**src/rtl/calc_n_pkg.sv**
```systemverilog
// rtl/calc_n_pkg.sv - command/response encodings and queue-entry type for calc_n_core
package calc_n_pkg;

    localparam int CALC_DATA_W = 32;
    localparam int CALC_TAG_W  = 2;

    localparam logic [3:0] CMD_NOP = 4'd0;
    localparam logic [3:0] CMD_ADD = 4'd1;
    localparam logic [3:0] CMD_SUB = 4'd2;
    localparam logic [3:0] CMD_CMP = 4'd4;
    localparam logic [3:0] CMD_SHL = 4'd5;
    localparam logic [3:0] CMD_SHR = 4'd6;

    localparam logic [1:0] RESP_NONE = 2'd0;
    localparam logic [1:0] RESP_OK   = 2'd1;
    localparam logic [1:0] RESP_ERR  = 2'd2;

    // Packages cannot be parameterised, so the entry follows the package widths.
    typedef struct packed {
        logic [3:0]             cmd;
        logic [CALC_TAG_W-1:0]  tag;
        logic [CALC_DATA_W-1:0] op1;
        logic [CALC_DATA_W-1:0] op2;
    } q_entry_t;

endpackage

```
**src/rtl/calc_n_if.sv**
```systemverilog
// rtl/calc_n_if.sv - flattened per-port request/response bundle for calc_n_core
interface calc_n_if #(
    parameter int NUM_PORTS = 4,
    parameter int DATA_W    = 32,
    parameter int TAG_W     = 2
);
    logic [NUM_PORTS*4-1:0]      req_cmd_in;
    logic [NUM_PORTS*DATA_W-1:0] req_data_in;
    logic [NUM_PORTS*TAG_W-1:0]  req_tag_in;
    logic [NUM_PORTS-1:0]        req_busy;
    logic [NUM_PORTS*2-1:0]      out_resp;
    logic [NUM_PORTS*DATA_W-1:0] out_data;
    logic [NUM_PORTS*TAG_W-1:0]  out_tag;

    modport master (
        output req_cmd_in, req_data_in, req_tag_in,
        input  req_busy, out_resp, out_data, out_tag
    );

    modport slave (
        input  req_cmd_in, req_data_in, req_tag_in,
        output req_busy, out_resp, out_data, out_tag
    );
endinterface

```
**src/rtl/calc_n_port_queue.sv**
```systemverilog
// rtl/calc_n_port_queue.sv - per-port two-cycle capture FSM, request FIFO and busy
module calc_n_port_queue
    import calc_n_pkg::*;
#(
    parameter int QDEPTH = 2
) (
    input  logic                   c_clk,
    input  logic                   reset,
    input  logic [3:0]             i_cmd,
    input  logic [CALC_DATA_W-1:0] i_data,
    input  logic [CALC_TAG_W-1:0]  i_tag,
    input  logic                   i_pop,
    output logic                   o_busy,
    output logic                   o_head_vld,
    output q_entry_t               o_head
);
    localparam int AW = $clog2(QDEPTH);

    typedef enum logic {ST_IDLE = 1'b0, ST_OP2 = 1'b1} cap_state_t;

    cap_state_t             r_state;
    logic [3:0]             r_cmd;
    logic [CALC_TAG_W-1:0]  r_tag;
    logic [CALC_DATA_W-1:0] r_op1;
    q_entry_t               r_mem [QDEPTH];
    logic [AW-1:0]          r_wptr;
    logic [AW-1:0]          r_rptr;
    logic [AW:0]            r_count;

    logic w_full;
    logic w_push;
    logic w_accept;

    // Being in OP2 is the reservation, so occupied+reserved==QDEPTH reduces to a full FIFO.
    assign w_full     = (r_count == (AW+1)'(QDEPTH));
    assign w_push     = (r_state == ST_OP2);
    assign w_accept   = (r_state == ST_IDLE) && (i_cmd != CMD_NOP) && !w_full;
    assign o_busy     = w_push || w_full;
    assign o_head_vld = (r_count != '0);
    assign o_head     = r_mem[r_rptr];

    always_ff @(posedge c_clk) begin
        if (reset) begin
            r_state <= ST_IDLE;
            r_cmd   <= '0;
            r_tag   <= '0;
            r_op1   <= '0;
            r_wptr  <= '0;
            r_rptr  <= '0;
            r_count <= '0;
        end else begin
            case (r_state)
                ST_IDLE: begin
                    if (w_accept) begin
                        r_cmd   <= i_cmd;
                        r_tag   <= i_tag;
                        r_op1   <= i_data;
                        r_state <= ST_OP2;
                    end
                end
                ST_OP2: begin
                    r_mem[r_wptr] <= '{cmd: r_cmd, tag: r_tag, op1: r_op1, op2: i_data};
                    r_wptr        <= r_wptr + AW'(1);
                    r_state       <= ST_IDLE;
                end
                default: r_state <= ST_IDLE;
            endcase
            if (i_pop) begin
                r_rptr <= r_rptr + AW'(1);
            end
            r_count <= r_count + (AW+1)'(w_push) - (AW+1)'(i_pop);
        end
    end

endmodule

```
**src/rtl/calc_n_core.sv**
```systemverilog
// rtl/calc_n_core.sv - N-port calculator: per-port queues, round-robin arbiter, pipelined ALU
// Optional compare command (cmd 4) enabled by defining CALC_N_CMP_EN.
module calc_n_core
    import calc_n_pkg::*;
#(
    parameter int NUM_PORTS = 4,
    parameter int DATA_W    = CALC_DATA_W,
    parameter int QDEPTH    = 2,
    parameter int ALU_LAT   = 2,
    parameter int TAG_W     = CALC_TAG_W
) (
    input logic     c_clk,
    input logic     reset,
    calc_n_if.slave bus
);
    localparam int PW = (NUM_PORTS > 1) ? $clog2(NUM_PORTS) : 1;
    localparam int SW = $clog2(DATA_W);

    q_entry_t             w_head [NUM_PORTS];
    logic [NUM_PORTS-1:0] w_head_vld;
    logic [NUM_PORTS-1:0] w_pop;
    logic                 w_gnt_vld;
    logic [PW-1:0]        w_gnt_idx;
    logic [PW-1:0]        w_ptr_nxt;
    q_entry_t             w_sel;
    logic [DATA_W-1:0]    w_a;
    logic [DATA_W-1:0]    w_b;
    logic [DATA_W:0]      w_sum;
    logic [1:0]           w_alu_resp;
    logic [DATA_W-1:0]    w_alu_data;

    logic [PW-1:0]        r_ptr;
    logic                 r_p_vld  [ALU_LAT];
    logic [PW-1:0]        r_p_port [ALU_LAT];
    logic [1:0]           r_p_resp [ALU_LAT];
    logic [DATA_W-1:0]    r_p_data [ALU_LAT];
    logic [TAG_W-1:0]     r_p_tag  [ALU_LAT];
    logic [1:0]           r_out_resp [NUM_PORTS];
    logic [DATA_W-1:0]    r_out_data [NUM_PORTS];
    logic [TAG_W-1:0]     r_out_tag  [NUM_PORTS];

    for (genvar g = 0; g < NUM_PORTS; g++) begin : g_port
        calc_n_port_queue #(.QDEPTH(QDEPTH)) u_queue (
            .c_clk      (c_clk),
            .reset      (reset),
            .i_cmd      (bus.req_cmd_in[g*4 +: 4]),
            .i_data     (bus.req_data_in[g*DATA_W +: DATA_W]),
            .i_tag      (bus.req_tag_in[g*TAG_W +: TAG_W]),
            .i_pop      (w_pop[g]),
            .o_busy     (bus.req_busy[g]),
            .o_head_vld (w_head_vld[g]),
            .o_head     (w_head[g])
        );
        assign w_pop[g]                         = w_gnt_vld && (w_gnt_idx == PW'(g));
        assign bus.out_resp[g*2 +: 2]           = r_out_resp[g];
        assign bus.out_data[g*DATA_W +: DATA_W] = r_out_data[g];
        assign bus.out_tag[g*TAG_W +: TAG_W]    = r_out_tag[g];
    end

    // Round-robin: first valid head scanning upward from the pointer.
    always_comb begin
        logic [PW-1:0] v_idx;
        v_idx     = '0;
        w_gnt_vld = 1'b0;
        w_gnt_idx = '0;
        for (int i = 0; i < NUM_PORTS; i++) begin
            v_idx = PW'((int'(r_ptr) + i) % NUM_PORTS);
            if (!w_gnt_vld && w_head_vld[v_idx]) begin
                w_gnt_vld = 1'b1;
                w_gnt_idx = v_idx;
            end
        end
        w_ptr_nxt = r_ptr;
        if (w_gnt_vld) begin
            w_ptr_nxt = PW'((int'(w_gnt_idx) + 1) % NUM_PORTS);
        end
    end

    assign w_sel = w_head[w_gnt_idx];
    assign w_a   = w_sel.op1;
    assign w_b   = w_sel.op2;
    assign w_sum = {1'b0, w_a} + {1'b0, w_b};

    always_comb begin
        w_alu_resp = RESP_ERR;
        w_alu_data = '0;
        case (w_sel.cmd)
            CMD_ADD: begin
                if (!w_sum[DATA_W]) begin
                    w_alu_resp = RESP_OK;
                    w_alu_data = w_sum[DATA_W-1:0];
                end
            end
            CMD_SUB: begin
                if (w_b <= w_a) begin
                    w_alu_resp = RESP_OK;
                    w_alu_data = w_a - w_b;
                end
            end
            CMD_SHL: begin
                w_alu_resp = RESP_OK;
                w_alu_data = w_a << w_b[SW-1:0];
            end
            CMD_SHR: begin
                w_alu_resp = RESP_OK;
                w_alu_data = w_a >> w_b[SW-1:0];
            end
`ifdef CALC_N_CMP_EN
            CMD_CMP: begin
                w_alu_resp = RESP_OK;
                if (w_a < w_b) begin
                    w_alu_data = DATA_W'(1);
                end else if (w_a > w_b) begin
                    w_alu_data = DATA_W'(2);
                end
            end
`else
            CMD_CMP: ;
`endif
            default: ;
        endcase
    end

    // Result is computed in the grant cycle; ALU_LAT stages plus the output register follow.
    always_ff @(posedge c_clk) begin
        if (reset) begin
            r_ptr <= '0;
            for (int k = 0; k < ALU_LAT; k++) begin
                r_p_vld[k] <= 1'b0;
            end
            for (int p = 0; p < NUM_PORTS; p++) begin
                r_out_resp[p] <= RESP_NONE;
                r_out_data[p] <= '0;
                r_out_tag[p]  <= '0;
            end
        end else begin
            r_ptr       <= w_ptr_nxt;
            r_p_vld[0]  <= w_gnt_vld;
            r_p_port[0] <= w_gnt_idx;
            r_p_resp[0] <= w_alu_resp;
            r_p_data[0] <= w_alu_data;
            r_p_tag[0]  <= w_sel.tag;
            for (int k = 1; k < ALU_LAT; k++) begin
                r_p_vld[k]  <= r_p_vld[k-1];
                r_p_port[k] <= r_p_port[k-1];
                r_p_resp[k] <= r_p_resp[k-1];
                r_p_data[k] <= r_p_data[k-1];
                r_p_tag[k]  <= r_p_tag[k-1];
            end
            for (int p = 0; p < NUM_PORTS; p++) begin
                if (r_p_vld[ALU_LAT-1] && (r_p_port[ALU_LAT-1] == PW'(p))) begin
                    r_out_resp[p] <= r_p_resp[ALU_LAT-1];
                    r_out_data[p] <= r_p_data[ALU_LAT-1];
                    r_out_tag[p]  <= r_p_tag[ALU_LAT-1];
                end else begin
                    r_out_resp[p] <= RESP_NONE;
                    r_out_data[p] <= '0;
                    r_out_tag[p]  <= '0;
                end
            end
        end
    end

endmodule
```
**src/flat_wrapper.sv**
```systemverilog
// flat-port wrapper written by rule: the top's interface ports become plain ports
module calc_n_core_flat import calc_n_pkg::*;
#(
    parameter int NUM_PORTS = 4,
    parameter int DATA_W    = CALC_DATA_W,
    parameter int QDEPTH    = 2,
    parameter int ALU_LAT   = 2,
    parameter int TAG_W     = CALC_TAG_W
)
  (c_clk, reset, bus_req_cmd_in, bus_req_data_in, bus_req_tag_in, bus_req_busy, bus_out_resp, bus_out_data, bus_out_tag);
  calc_n_if #(.NUM_PORTS(NUM_PORTS), .DATA_W(DATA_W), .TAG_W(TAG_W)) bus_i ();
  input logic c_clk;
  input logic reset;
  input wire logic [$bits(bus_i.req_cmd_in)-1:0] bus_req_cmd_in;
  input wire logic [$bits(bus_i.req_data_in)-1:0] bus_req_data_in;
  input wire logic [$bits(bus_i.req_tag_in)-1:0] bus_req_tag_in;
  output wire logic [$bits(bus_i.req_busy)-1:0] bus_req_busy;
  output wire logic [$bits(bus_i.out_resp)-1:0] bus_out_resp;
  output wire logic [$bits(bus_i.out_data)-1:0] bus_out_data;
  output wire logic [$bits(bus_i.out_tag)-1:0] bus_out_tag;
  assign bus_i.req_cmd_in = bus_req_cmd_in;
  assign bus_i.req_data_in = bus_req_data_in;
  assign bus_i.req_tag_in = bus_req_tag_in;
  assign bus_req_busy = bus_i.req_busy;
  assign bus_out_resp = bus_i.out_resp;
  assign bus_out_data = bus_i.out_data;
  assign bus_out_tag = bus_i.out_tag;
  calc_n_core #(.NUM_PORTS(NUM_PORTS), .DATA_W(DATA_W), .QDEPTH(QDEPTH), .ALU_LAT(ALU_LAT), .TAG_W(TAG_W)) u_core (.c_clk(c_clk), .reset(reset), .bus(bus_i));
endmodule
```
**config.mk**
```make
export PLATFORM = sky130hd
export DESIGN_NAME = calc_n_core_flat
export DESIGN_NICKNAME = d
export VERILOG_FILES = /design/src/rtl/calc_n_pkg.sv /design/src/rtl/calc_n_if.sv /design/src/rtl/calc_n_port_queue.sv /design/src/rtl/calc_n_core.sv /design/src/flat_wrapper.sv
export SDC_FILE = /design/constraint.sdc
export NUM_CORES = 2
export LEC_CHECK = 0
export CAP_MARGIN = 15
export CORE_UTILIZATION = 59
export CTS_CLUSTER_DIAMETER = 200
export DETAILED_ROUTE_END_ITERATION = 10
export GPL_TIMING_DRIVEN = 0
export PLACE_DENSITY = 0.8
export SLEW_MARGIN = 25
export SYNTH_ARGS = -nofsm -noshare
export SYNTH_HDL_FRONTEND = slang
export SYNTH_SLANG_ARGS = --single-unit
```
**constraint.sdc**
```tcl
create_clock -name c_clk -period 7.99 [get_ports c_clk]
set_input_delay 0.799 -clock c_clk [delete_from_list [all_inputs] [get_ports c_clk]]
set_output_delay 0.799 -clock c_clk [all_outputs]
set_load 0.03 [all_outputs]
```
==> results.py <==
metrics = {
    "status": {
        "run_status": "complete, but fails checks",
        "failed_checks": "negative setup slack",
    },
    "die": {
        "fp.dieW_um": 273,
        "i_o_pin_count": 302,
        "std_cell_rows": 98,
        "initial_utilization": 0.600,
        "die_area_mm2": 0.0745,
        "core_mm2": 0.0721,
        "die-height_um": 273,
    },
    "worst_setup_path": {
        "worst_r2r_endpoint": "u_core.r_p_data[0][10]",
        "sequence_of_cells_on_the_critical_path": "o21bai_1 -> a21oi_1 -> nor2_4 -> inv_2 -> buf_6 -> buf_2 -> buf_2 -> clkbuf_2 -> clkbuf_2 -> nand2_1 -> o21ai_1 -> o21ai_1 -> ha_1 -> clkbuf_1 -> nand3_1 -> nor3_1 -> and2_1 -> a2111oi_2 -> nor3_2 -> or2_1 -> clkbuf_1 -> o221ai_1 -> o21ai_1 -> o2111ai_1",
        "setup.reg_to_reg.worst_slack_ps": -20,
        "crit_path_max_fanout": 10,
        "crit_path_top_delay_cell": "clkbuf_1",
        "critical_path.most_common_cell": "o21ai_1",
        "critical_path_startpoint_category": "flop",
        "criticalPathCategory": "reg2reg",
        "critical_path_arrival_ps": 8340,
        "setup.worst_path.end_class": "flop",
        "critPathMaxStageDelay_ps": 550,
        "worst-endpoint-required_ps": 8320,
        "r2r_cells": 24,
        "regToRegStartpoint": "u_core.g_port[0].u_queue.r_count[1]",
    },
    "timing": {
        "setup_viol_count_final": 1,
        "timing.max_slew.rel_slack": 0.229,
        "timing.final.max_slew_violations": 0,
        "min_period_over_period": 1.00,
        "post-route-worst-setup-slack_ps": -18.6,
        "tightest_slew_ps": 1140,
        "grt_setup_unrepaired": "false",
        "fin_skew_ps": 47.1,
        "report.final.hold_viol_count": 0,
        "timing.fmax_ghz": 0.125,
        "whs_ps": 385,
        "final.min_clock_period_ps": 8010,
    },
    "synth": {
        "ys_ff_latch": 960,
        "post-synth-top-area-cell": "edfxtp_1",
        "synth_ff_type": "edfxtp_1",
        "synth_edf_count": 780,
        "fraction_of_synthesized_cell_area_taken_by_the_top_area_cell_type": 0.541,
        "synth-seq-area-share": 0.624,
        "netlist_top_cells_area": "edfxtp_1, dfxtp_1, mux2i_1",
        "netlist_area_mm2": 0.0433,
        "syn_inst": 3567,
        "asyncSetResetFlopFracSynth": 0,
        "synthesis.area_per_instance_um2": 12.1,
        "yosys_warnings": 0,
        "synth.distinct_cells": 96,
    },
    "layout": {
        "finalNetCount": 4380,
        "fillCellCount": 4898,
        "mostFrequentLayoutCell": "edfxtp_1",
        "post_route_cells_drive_above_1_share": 0.0942,
        "sequential_cell_area_mm2": 0.0270,
        "finish.cell_count_without_fillers": 5176,
        "combined_area_of_the_multi_input_logic_cells_mm2": 0.0155,
        "area.growth.synth_to_final_pct": 19.8,
        "mostFrequentLayoutCells": "edfxtp_1, nand2_1, clkdlybuf4s50_1, mux2i_1, a21oi_1",
        "antennaDiodeCount": 0,
    },
    "drt": {
        "drt-initial-drc-count": 4514,
        "vias_per_cell": 6.38,
        "detail_route.wl_per_cell_um": 28.5,
        "number_of_remaining_drc_errors": 0,
        "detailroute.via_count": 33000,
        "routed_wl_mm": 147,
        "detailedRoute.firstPassIterationCount": 7,
        "postRouteAntennaNets": 0,
    },
    "flow_run": {
        "maximum_capacitance_violations": 0,
    },
    "worst_hold_path": {
        "holdCritPathClass": "reg2reg",
        "endpoint_of_the_worst_hold_timing_path": "u_core.r_p_data[0][40]",
        "min-delay-start": "u_core.r_p_data[0][8]",
        "holdPathStages": 0,
    },
    "grt": {
        "antenna_violations_before_repair": 5,
        "largest_net_degree_at_the_start_of_global_routing": 77,
        "global_route_wire_length_before_repair_mm": 210,
        "grt.total_usage": 0.392,
        "grt_overflow_total": 0,
        "via_count_of_the_first_global_routing_pass": 31800,
    },
    "cts": {
        "clk_path_buf_depth": 3,
        "clock_sinks": 960,
        "cts_made_buffers": 93,
        "cts_tree": "done",
        "worst_skew_pair.late_latency_ps": 690,
        "cts_hold_buffers": 0,
        "cts_clock_pin_slew_for_the_worst_setup_and_hold_paths_ps": 60,
        "cts-root-buf": "clkbuf_16",
        "cts-htree-levels": 3,
    },
    "placed_design": {
        "pre_cts_worst_setup_slack_ps": -1190,
        "dp.final_hpwl_mm": 111,
        "placed_cells_incl_taps": 5000,
        "io_buffer_count": 301,
        "place.gp.congestion": 1.03,
    },
}
-- metrics by stage --
| step | TNS, ps | area, µm² | util |
|---|---|---|---|
| after floorplan | 0 | 43800 | - |
| after global placement | -788760 | 48000 | 0.666 |
| after detailed placement | -25160 | 48500 | 0.672 |
| after CTS | 0 | 51800 | 0.718 |
| after global routing | 0 | 51900 | 0.719 |
| final | -18.6 | 51900 | 0.719 |
-- cells by family after synthesis --
group / share of synthesized area
compound gates: 0.123
xor+xnor: 0.00324
buf+inv: 0.0328
fa+ha+maj: 0.0232
other cells: 0.0000866
mux: 0.0810
flops: 0.624
simple gates: 0.112
-- state kept, by name (all words and copies together), names as in the netlist, named ones only --
name                           cells
u_core.g_port.u_queue.r_mem      560
u_core.r_p_port                    4
u_core.g_port.u_queue.r_count      8
u_core.r_ptr                       2
u_core.r_p_data                   64
u_core.g_port.u_queue.r_op1      128
u_core.g_port.u_queue.r_rptr       4
u_core.r_out_tag                   8
u_core.r_p_resp                    4
u_core.r_out_resp                  8
u_core.g_port.u_queue.r_tag        8
u_core.r_out_data                128
u_core.g_port.u_queue.r_wptr       4
u_core.g_port.u_queue.r_cmd       16
u_core.r_p_vld                     2
u_core.g_port.u_queue.r_state      4
u_core.r_p_tag                     4
-- worst max-delay path by stage --
stage,from,endpoint,slack (ps),depth (start not counted)
6_report,u_core.g_port[0].u_queue.r_count[1],u_core.r_p_data[0][10],-20,24
5_1_grt,u_core.g_port[0].u_queue.r_count[1],u_core.r_p_data[0][19],2,24
3_3_place_gp,reset,u_core.g_port[2].u_queue.r_mem[0][23],-2900,3
4_1_cts,u_core.g_port[0].u_queue.r_count[1],u_core.r_p_data[0][9],30,25
3_5_place_dp,u_core.g_port[0].u_queue.r_count[1],u_core.r_p_data[0][26],-1190,24
2_1_floorplan,reset,u_core.g_port[1].u_queue.r_mem[0][0],1260,2
-- routing by layer --
layer	wire (µm)	GRT usage	up-vias
li1	-	-	14300
met1	51000	0.467	15900
met2	68900	0.637	2282
met3	14600	0.0769	543
met4	13000	0.287	6
met5	43	0.00128	-
-- cells in the mapped netlist, types with 13 or more instances --
master,number
buf_2,54
o22ai_1,29
and2_1,158
o221ai_1,14
ha_1,77
a22oi_1,24
a211oi_1,63
mux2i_1,267
a21oi_1,259
clkbuf_1,146
nor3_1,26
a21o_1,24
dfxtp_1,180
o211ai_1,32
nand2_1,477
nor2b_1,69
nor2_1,150
o21bai_1,17
nand4_1,16
edfxtp_1,780
buf_1,17
inv_1,110
and3_1,13
mux2_2,55
nand3_1,61
a221oi_1,65
o21ai_0,118
nor4_1,16
-- worst max-delay path: cells and delay by family, from the launching register on --
family                     cells  cell delay [ps]
AOI/OAI and AO/OA              8             2330
DFF                            1              500
adders and majority gates      1              390
buffers and inverters          8             2620
and+or+nand+nor                7             1810
-- repair_timing --
item | in CTS | in global routing
setup endpoints to repair | 34 | 31
resized for setup | 31 | 21
pin swaps | 0 | 1
buffers inserted | 0 | 4
hold endpoints to repair | 0 | 0
-- area by class of cell --
type,count,share of cell area
buffer,226,0.0194
clock buffer,139,0.0533
timing repair buffer,345,0.0663
clock inverter,35,0.0102
multi-input combinational,2406,0.298
sequential,960,0.521
inverter,115,0.00847
tap,950,0.0229
Power is left out: the tool's default activity adds up to more than one toggle a clock period on the data nets, which glitch-free logic cannot reach.
